==> src/rtl/sonar_pkg.sv <==
// Shared types and default timing for the sonar scheduler.
package sonar_pkg;

  typedef enum logic [2:0] {
    IDLE,
    TRIG,
    WAIT_ECHO,
    MEASURE,
    DONE,
    GUARD
  } state_t;

  localparam int unsigned DEF_TRIG_CYCLES  = 1200;
  localparam int unsigned DEF_ECHO_TIMEOUT = 3000000;
  localparam int unsigned DEF_MAX_ECHO     = 2500000;
  localparam int unsigned DEF_GUARD_CYCLES = 6500000;

  // Width of a sensor index; never zero so a single sensor still gets a 1-bit index.
  function automatic int unsigned idx_w(input int unsigned n);
    return (n < 2) ? 1 : $clog2(n);
  endfunction

endpackage

==> src/rtl/echo_sync.sv <==
// N-bit two-flop synchroniser with per-bit rising/falling edge pulses.
module echo_sync #(
  parameter int unsigned W = 2
) (
  input  logic         clk,
  input  logic         reset,
  input  logic [W-1:0] din,
  output logic [W-1:0] sync,
  output logic [W-1:0] rise_c,
  output logic [W-1:0] fall_c
);

  logic [W-1:0] meta;
  logic [W-1:0] prev;

  always_ff @(posedge clk or posedge reset) begin
    if (reset) begin
      meta <= '0;
      sync <= '0;
      prev <= '0;
    end else begin
      meta <= din;
      sync <= meta;
      prev <= sync;
    end
  end

  assign rise_c = sync & ~prev;
  assign fall_c = ~sync & prev;

endmodule

==> src/rtl/sonar_scheduler.sv <==
// Round-robin scheduler sharing one trigger/echo measurement engine across N ultrasonic sensors.
module sonar_scheduler
  import sonar_pkg::*;
#(
  parameter int unsigned N_SENSORS    = 2,
  parameter int unsigned CNT_W        = 24,
  parameter int unsigned TRIG_CYCLES  = DEF_TRIG_CYCLES,
  parameter int unsigned ECHO_TIMEOUT = DEF_ECHO_TIMEOUT,
  parameter int unsigned MAX_ECHO     = DEF_MAX_ECHO,
  parameter int unsigned GUARD_CYCLES = DEF_GUARD_CYCLES
) (
  input  logic                            clk,
  input  logic                            reset,
  input  logic                            enable,
  input  logic [N_SENSORS-1:0]            sensor_mask,
  input  logic [CNT_W-1:0]                threshold,
  input  logic [N_SENSORS-1:0]            echo,
  output logic [N_SENSORS-1:0]            trig,
  output logic [N_SENSORS-1:0]            detected,
  output logic                            meas_valid,
  output logic [idx_w(N_SENSORS)-1:0]     meas_sensor,
  output logic [CNT_W-1:0]                meas_width,
  output logic                            meas_timeout,
  output logic                            busy
);

  localparam int unsigned IDX_W = idx_w(N_SENSORS);

  state_t               state, state_n;
  logic [CNT_W-1:0]     cnt, cnt_n, cnt_inc, width_c;
  logic [IDX_W-1:0]     idx, idx_n, sel_idx, base, cand;
  logic                 sel_found, fresh, done_n, tmo_c;
  logic [N_SENSORS-1:0] echo_s, echo_rise_c, echo_fall_c;
  logic                 sync_cur, rise_cur, fall_cur;

  echo_sync #(.W(N_SENSORS)) u_echo_sync (
    .clk    (clk),
    .reset  (reset),
    .din    (echo),
    .sync   (echo_s),
    .rise_c (echo_rise_c),
    .fall_c (echo_fall_c)
  );

  assign sync_cur = echo_s[idx];
  assign rise_cur = echo_rise_c[idx];
  assign fall_cur = echo_fall_c[idx];
  assign cnt_inc  = cnt + CNT_W'(1);

  // Until the first slot the search starts just past the top index, so the lowest mask bit wins.
  assign base = fresh ? IDX_W'(N_SENSORS - 1) : idx;

  // Next masked-in sensor after base, wrapping; descending loop lets the nearest candidate win.
  always_comb begin
    sel_found = 1'b0;
    sel_idx   = '0;
    cand      = '0;
    for (int k = int'(N_SENSORS); k >= 1; k--) begin
      cand = IDX_W'((int'(base) + k) % int'(N_SENSORS));
      if (sensor_mask[cand]) begin
        sel_found = 1'b1;
        sel_idx   = cand;
      end
    end
  end

  always_ff @(posedge clk or posedge reset) begin
    if (reset) state <= IDLE;
    else       state <= state_n;
  end

  always_comb begin
    state_n = state;
    cnt_n   = cnt;
    idx_n   = idx;
    done_n  = 1'b0;
    tmo_c   = 1'b0;
    width_c = cnt;
    unique case (state)
      IDLE: begin
        if (enable && sel_found) begin
          state_n = TRIG;
          idx_n   = sel_idx;
          cnt_n   = '0;
        end
      end
      TRIG: begin
        if (cnt == CNT_W'(TRIG_CYCLES - 1)) begin
          state_n = WAIT_ECHO;
          cnt_n   = '0;
        end else begin
          cnt_n = cnt_inc;
        end
      end
      WAIT_ECHO: begin
        // The edge cycle itself is already echo-high, so the width count restarts at one.
        if (rise_cur) begin
          state_n = MEASURE;
          cnt_n   = CNT_W'(1);
        end else if (cnt_inc == CNT_W'(ECHO_TIMEOUT)) begin
          state_n = DONE;
          done_n  = 1'b1;
          tmo_c   = 1'b1;
          width_c = '1;
        end else begin
          cnt_n = cnt_inc;
        end
      end
      MEASURE: begin
        if (fall_cur) begin
          state_n = DONE;
          done_n  = 1'b1;
        end else if (sync_cur) begin
          if (cnt_inc == CNT_W'(MAX_ECHO)) begin
            state_n = DONE;
            done_n  = 1'b1;
            width_c = cnt_inc;
          end else begin
            cnt_n = cnt_inc;
          end
        end
      end
      DONE: begin
        state_n = GUARD;
        cnt_n   = '0;
      end
      GUARD: begin
        if (cnt_inc == CNT_W'(GUARD_CYCLES)) begin
          cnt_n = '0;
          if (enable && sel_found) begin
            state_n = TRIG;
            idx_n   = sel_idx;
          end else begin
            state_n = IDLE;
          end
        end else begin
          cnt_n = cnt_inc;
        end
      end
      default: state_n = IDLE;
    endcase
  end

  always_ff @(posedge clk or posedge reset) begin
    if (reset) begin
      cnt   <= '0;
      idx   <= '0;
      fresh <= 1'b1;
    end else begin
      cnt <= cnt_n;
      idx <= idx_n;
      if (state_n == TRIG) fresh <= 1'b0;
    end
  end

  // Outputs are registered from next-state so they line up with the state they describe.
  always_ff @(posedge clk or posedge reset) begin
    if (reset) begin
      trig         <= '0;
      detected     <= '0;
      meas_valid   <= 1'b0;
      meas_sensor  <= '0;
      meas_width   <= '0;
      meas_timeout <= 1'b0;
      busy         <= 1'b0;
    end else begin
      trig         <= (state_n == TRIG) ? (N_SENSORS'(1) << idx_n) : '0;
      busy         <= (state_n != IDLE);
      meas_valid   <= done_n;
      meas_timeout <= done_n & tmo_c;
      if (done_n) begin
        meas_sensor   <= idx;
        meas_width    <= width_c;
        detected[idx] <= !tmo_c && (width_c < threshold);
      end
    end
  end

endmodule

==> config.mk <==
export PLATFORM = sky130hd
export DESIGN_NAME = sonar_scheduler
export DESIGN_NICKNAME = d
export VERILOG_FILES = /design/src/rtl/sonar_pkg.sv /design/src/rtl/echo_sync.sv /design/src/rtl/sonar_scheduler.sv
export SDC_FILE = /design/constraint.sdc
export NUM_CORES = 1
export LEC_CHECK = 0
export CAP_MARGIN = 25
export CORE_MARGIN = 2
export CORE_UTILIZATION = 24
export DETAILED_ROUTE_END_ITERATION = 10
export PLACE_DENSITY = 0.42
export SLEW_MARGIN = 20
export SYNTH_ARGS = -nofsm -noshare
export SYNTH_HDL_FRONTEND = slang
export SYNTH_SLANG_ARGS = --single-unit
export TNS_END_PERCENT = 20
==> constraint.sdc <==
create_clock -name clk -period 10.05 [get_ports clk]
set_input_delay 2.01 -clock clk [delete_from_list [all_inputs] [get_ports clk]]
set_output_delay 2.01 -clock clk [all_outputs]
set_load 0.1 [all_outputs]
==> out/qor.txt <==
status = finished clean
slowest cell on the critical path = or4_1
row count = 50
setup ws final = 4080 ps
Die Area = 20600 µm²
worst min-delay path class = reg2reg
Arr. time, crit path = 6200 ps
Yosys warnings = 0
setup TNS = 0 ps
H-Tree Depth = 3
Post-synth EDFFs = 0
DR iter-0 viols = 439
Core Area = 18900 µm²
postcts setup bufs = 0
CTS tree = yes
startpoint types = flop
fin area = 5740 µm²
Post-Synthesis Cells = 534
Tmin final = 5970 ps
HPWL Detailed = 11700 µm
top-count cell post-synth = dfrtp_1
antenna viol nets, final = 0
crit path cell chain = ha_1 > nand3_1 > or4_1 > nor3_1 > o2111a_1 > and4_1 > nand3_1 > buf_4 > inv_1 > nor3b_1 > nor2_1 > ha_1 > o21ai_0 > nand2b_1 > a21oi_1 > o21ai_0 > nand2_1 > a211o_1 > a32o_1
WL/cell = 19.3 µm
largest net degree at the start of global routing = 68
Worst VDD drop = 82.2 µV
Clock Sinks = 67
Buffers on Ports = 62
Layout Skew = 4.57 ps
Tot Pwr = 623 µW
Max FO, Critical Path = 16
Post-Syn Nets = 589
total gr overflow = 0
vias in the first global route = 4330
slowest stage delay, CP = 760 ps
Final period util = 59.4%
I/O pins = 63
biggest area consumer among synthesized cells = dfrtp_1
max cap viols = 0
gpl congestion = 0.872
Skew-Pair Late Insertion Delay = 350 ps
first-pass GRT wire length = 24800 µm
post-synthesis sequential area ratio = 36.0%
Placed Area = 5450 µm²
area grow syn2layout = 23.1%
Die H = 143 µm
pwr/cell area = 109 nW/µm²
Die Wd = 143 µm
final wirelength = 16000 µm
Ant. Diodes = 0
Gates resized, CTS repair = 0
Seq cells post-synth = 67
Slew Limit Headroom = 31.5%
Max Freq = 168 MHz
number of setup violations in the final report = 0
pre-CTS setup slack = 4100 ps
unrepaired setup endpoints after global routing = false
Lkg Pwr = 2.44 nW
drt first pass iters = 5
Initial Utilization = 24.7%
Hold Violations, Final = 0
top post-synthesis cells by count = dfrtp_1 (66), inv_1 (42), clkbuf_1 (40)
proportion of layout cells with a drive suffix above 1 = 9.70%
CP Capture Type = flop
final net count = 617
DR vias/cell = 5.29
initial antenna violation count = 0
critical path type = reg2reg
Slew Limit Fails = 0
Buf/Inv on CP = 2
Least-Margin Pin Slew = 1020 ps
delay-heaviest family, CP = simple AND/OR/NAND/NOR gates
share of the synthesized area in the top cell type = 35.4%
Synth async-reset ratio = 100%
Yosys cell types = 68
Mapped Avg Cell Area = 8.73 µm²
fillcell total = 2042
ys flop type = dfrtp_1
# DRC = 0
Worst-path clk slew = 60 ps
GRT Util Overall = 16.0%
Worst Path Required = 10280 ps
top area cells in the synthesized netlist = dfrtp_1 (35%), ha_1 (6.4%), mux2_2 (5.1%)
Hold-fix buffers, CTS = 0
via count = 4371
cell area after synthesis = 4660 µm²
CTS Root Cell = clkbuf_16
Num CTS Buffers = 9
CTS max path bufs = 2
-- layout make-up --
class	instances	area, µm²	share of cell area (%)
multi-input combinational	376	2640	46.0
sequential	67	1680	29.2
timing repair buffer	65	643	11.2
tap	260	325	5.67
clock buffer	9	225	3.92
inverter	43	161	2.81
clock inverter	7	68.8	1.20
-- worst register-to-register path, delay by kind of cell (launching register included) --
family / cells / cell delay [ps]
and+or+nand+nor: 9 / 2810
DFF: 1 / 550
adders and majority gates: 2 / 560
AOI/OAI and AO/OA: 6 / 1080
buffers and inverters: 2 / 850
-- logic make-up (layout without fill, tap and decap cells) --
family                     count (synthesis)  in the layout  share of synthesized area (%)
and+or+nand+nor                          188            188                           21.8
AOI/OAI and AO/OA                        133            133                           21.3
buffers and inverters                     91            124                           7.54
DFF                                       67             67                           36.0
adders and majority gates                 24             24                           6.44
muxes                                     22             22                           5.29
xor gates and xnor gates                   9              9                           1.69
-- power breakdown --
| part | total [mW] | switching [mW] | internal [mW] |
|---|---|---|---|
| logic | 0.0306 | 0.0151 | 0.0155 |
| registers | 0.272 | 0.000674 | 0.271 |
| clock network | 0.321 | 0.130 | 0.191 |
| total | 0.623 | 0.146 | 0.478 |
-- state kept, by name, indices dropped and copies added (netlist names), 2 cells and up --
| name | flops |
|---|---|
| cnt | 24 |
| meas_width | 24 |
| state | 3 |
| detected | 2 |
| trig | 2 |
| u_echo_sync.meta | 2 |
| u_echo_sync.prev | 2 |
| u_echo_sync.sync | 2 |
-- routing by layer --
metal	global-route usage, %	share of wire, %
met1	21.5	46
met3	2.70	5.0
met5	0	0
met2	25.6	47
met4	6.24	2.2
-- stage by stage --
| step | util (%) | hold slack [ps] | instances |
|---|---|---|---|
| global route | 30.4 | 361 | 827 |
| global placement | 28.8 | 334 | 811 |
| finish | 30.4 | 352 | 827 |
| CTS | 30.4 | 355 | 827 |
| floorplan | - | 331 | 534 |
| detailed placement | 28.8 | 341 | 811 |
-- final timing paths --
path / start / to / slack [ps] / cells past startpoint
setup / recovery: cnt[0] / detected[1] / 4080 / 19
hold / removal: u_echo_sync.meta[1] / u_echo_sync.sync[1] / 350 / 0
setup reg to reg: cnt[0] / detected[1] / 4080 / 19
hold reg to reg: u_echo_sync.meta[1] / u_echo_sync.sync[1] / 350 / 0
max in group asynchronous: reset / cnt[15] / 7180 / 3
min in group asynchronous: reset / u_echo_sync.sync[0] / 2270 / 3
-- layout by cell type, fill, tap and decap left out, drive strengths merged, types with 11 or more instances in the layout --
cell type,instances
a22o,12
nor3,17
ha,24
nor2,37
nor4,15
o21ai,25
o211ai,16
dfrtp,66
inv,43
nand4,22
mux2,21
clkdlybuf4s50,62
a21oi,11
nand2,31
nand3,17
Note: power is estimated with default switching activity, not from simulation.
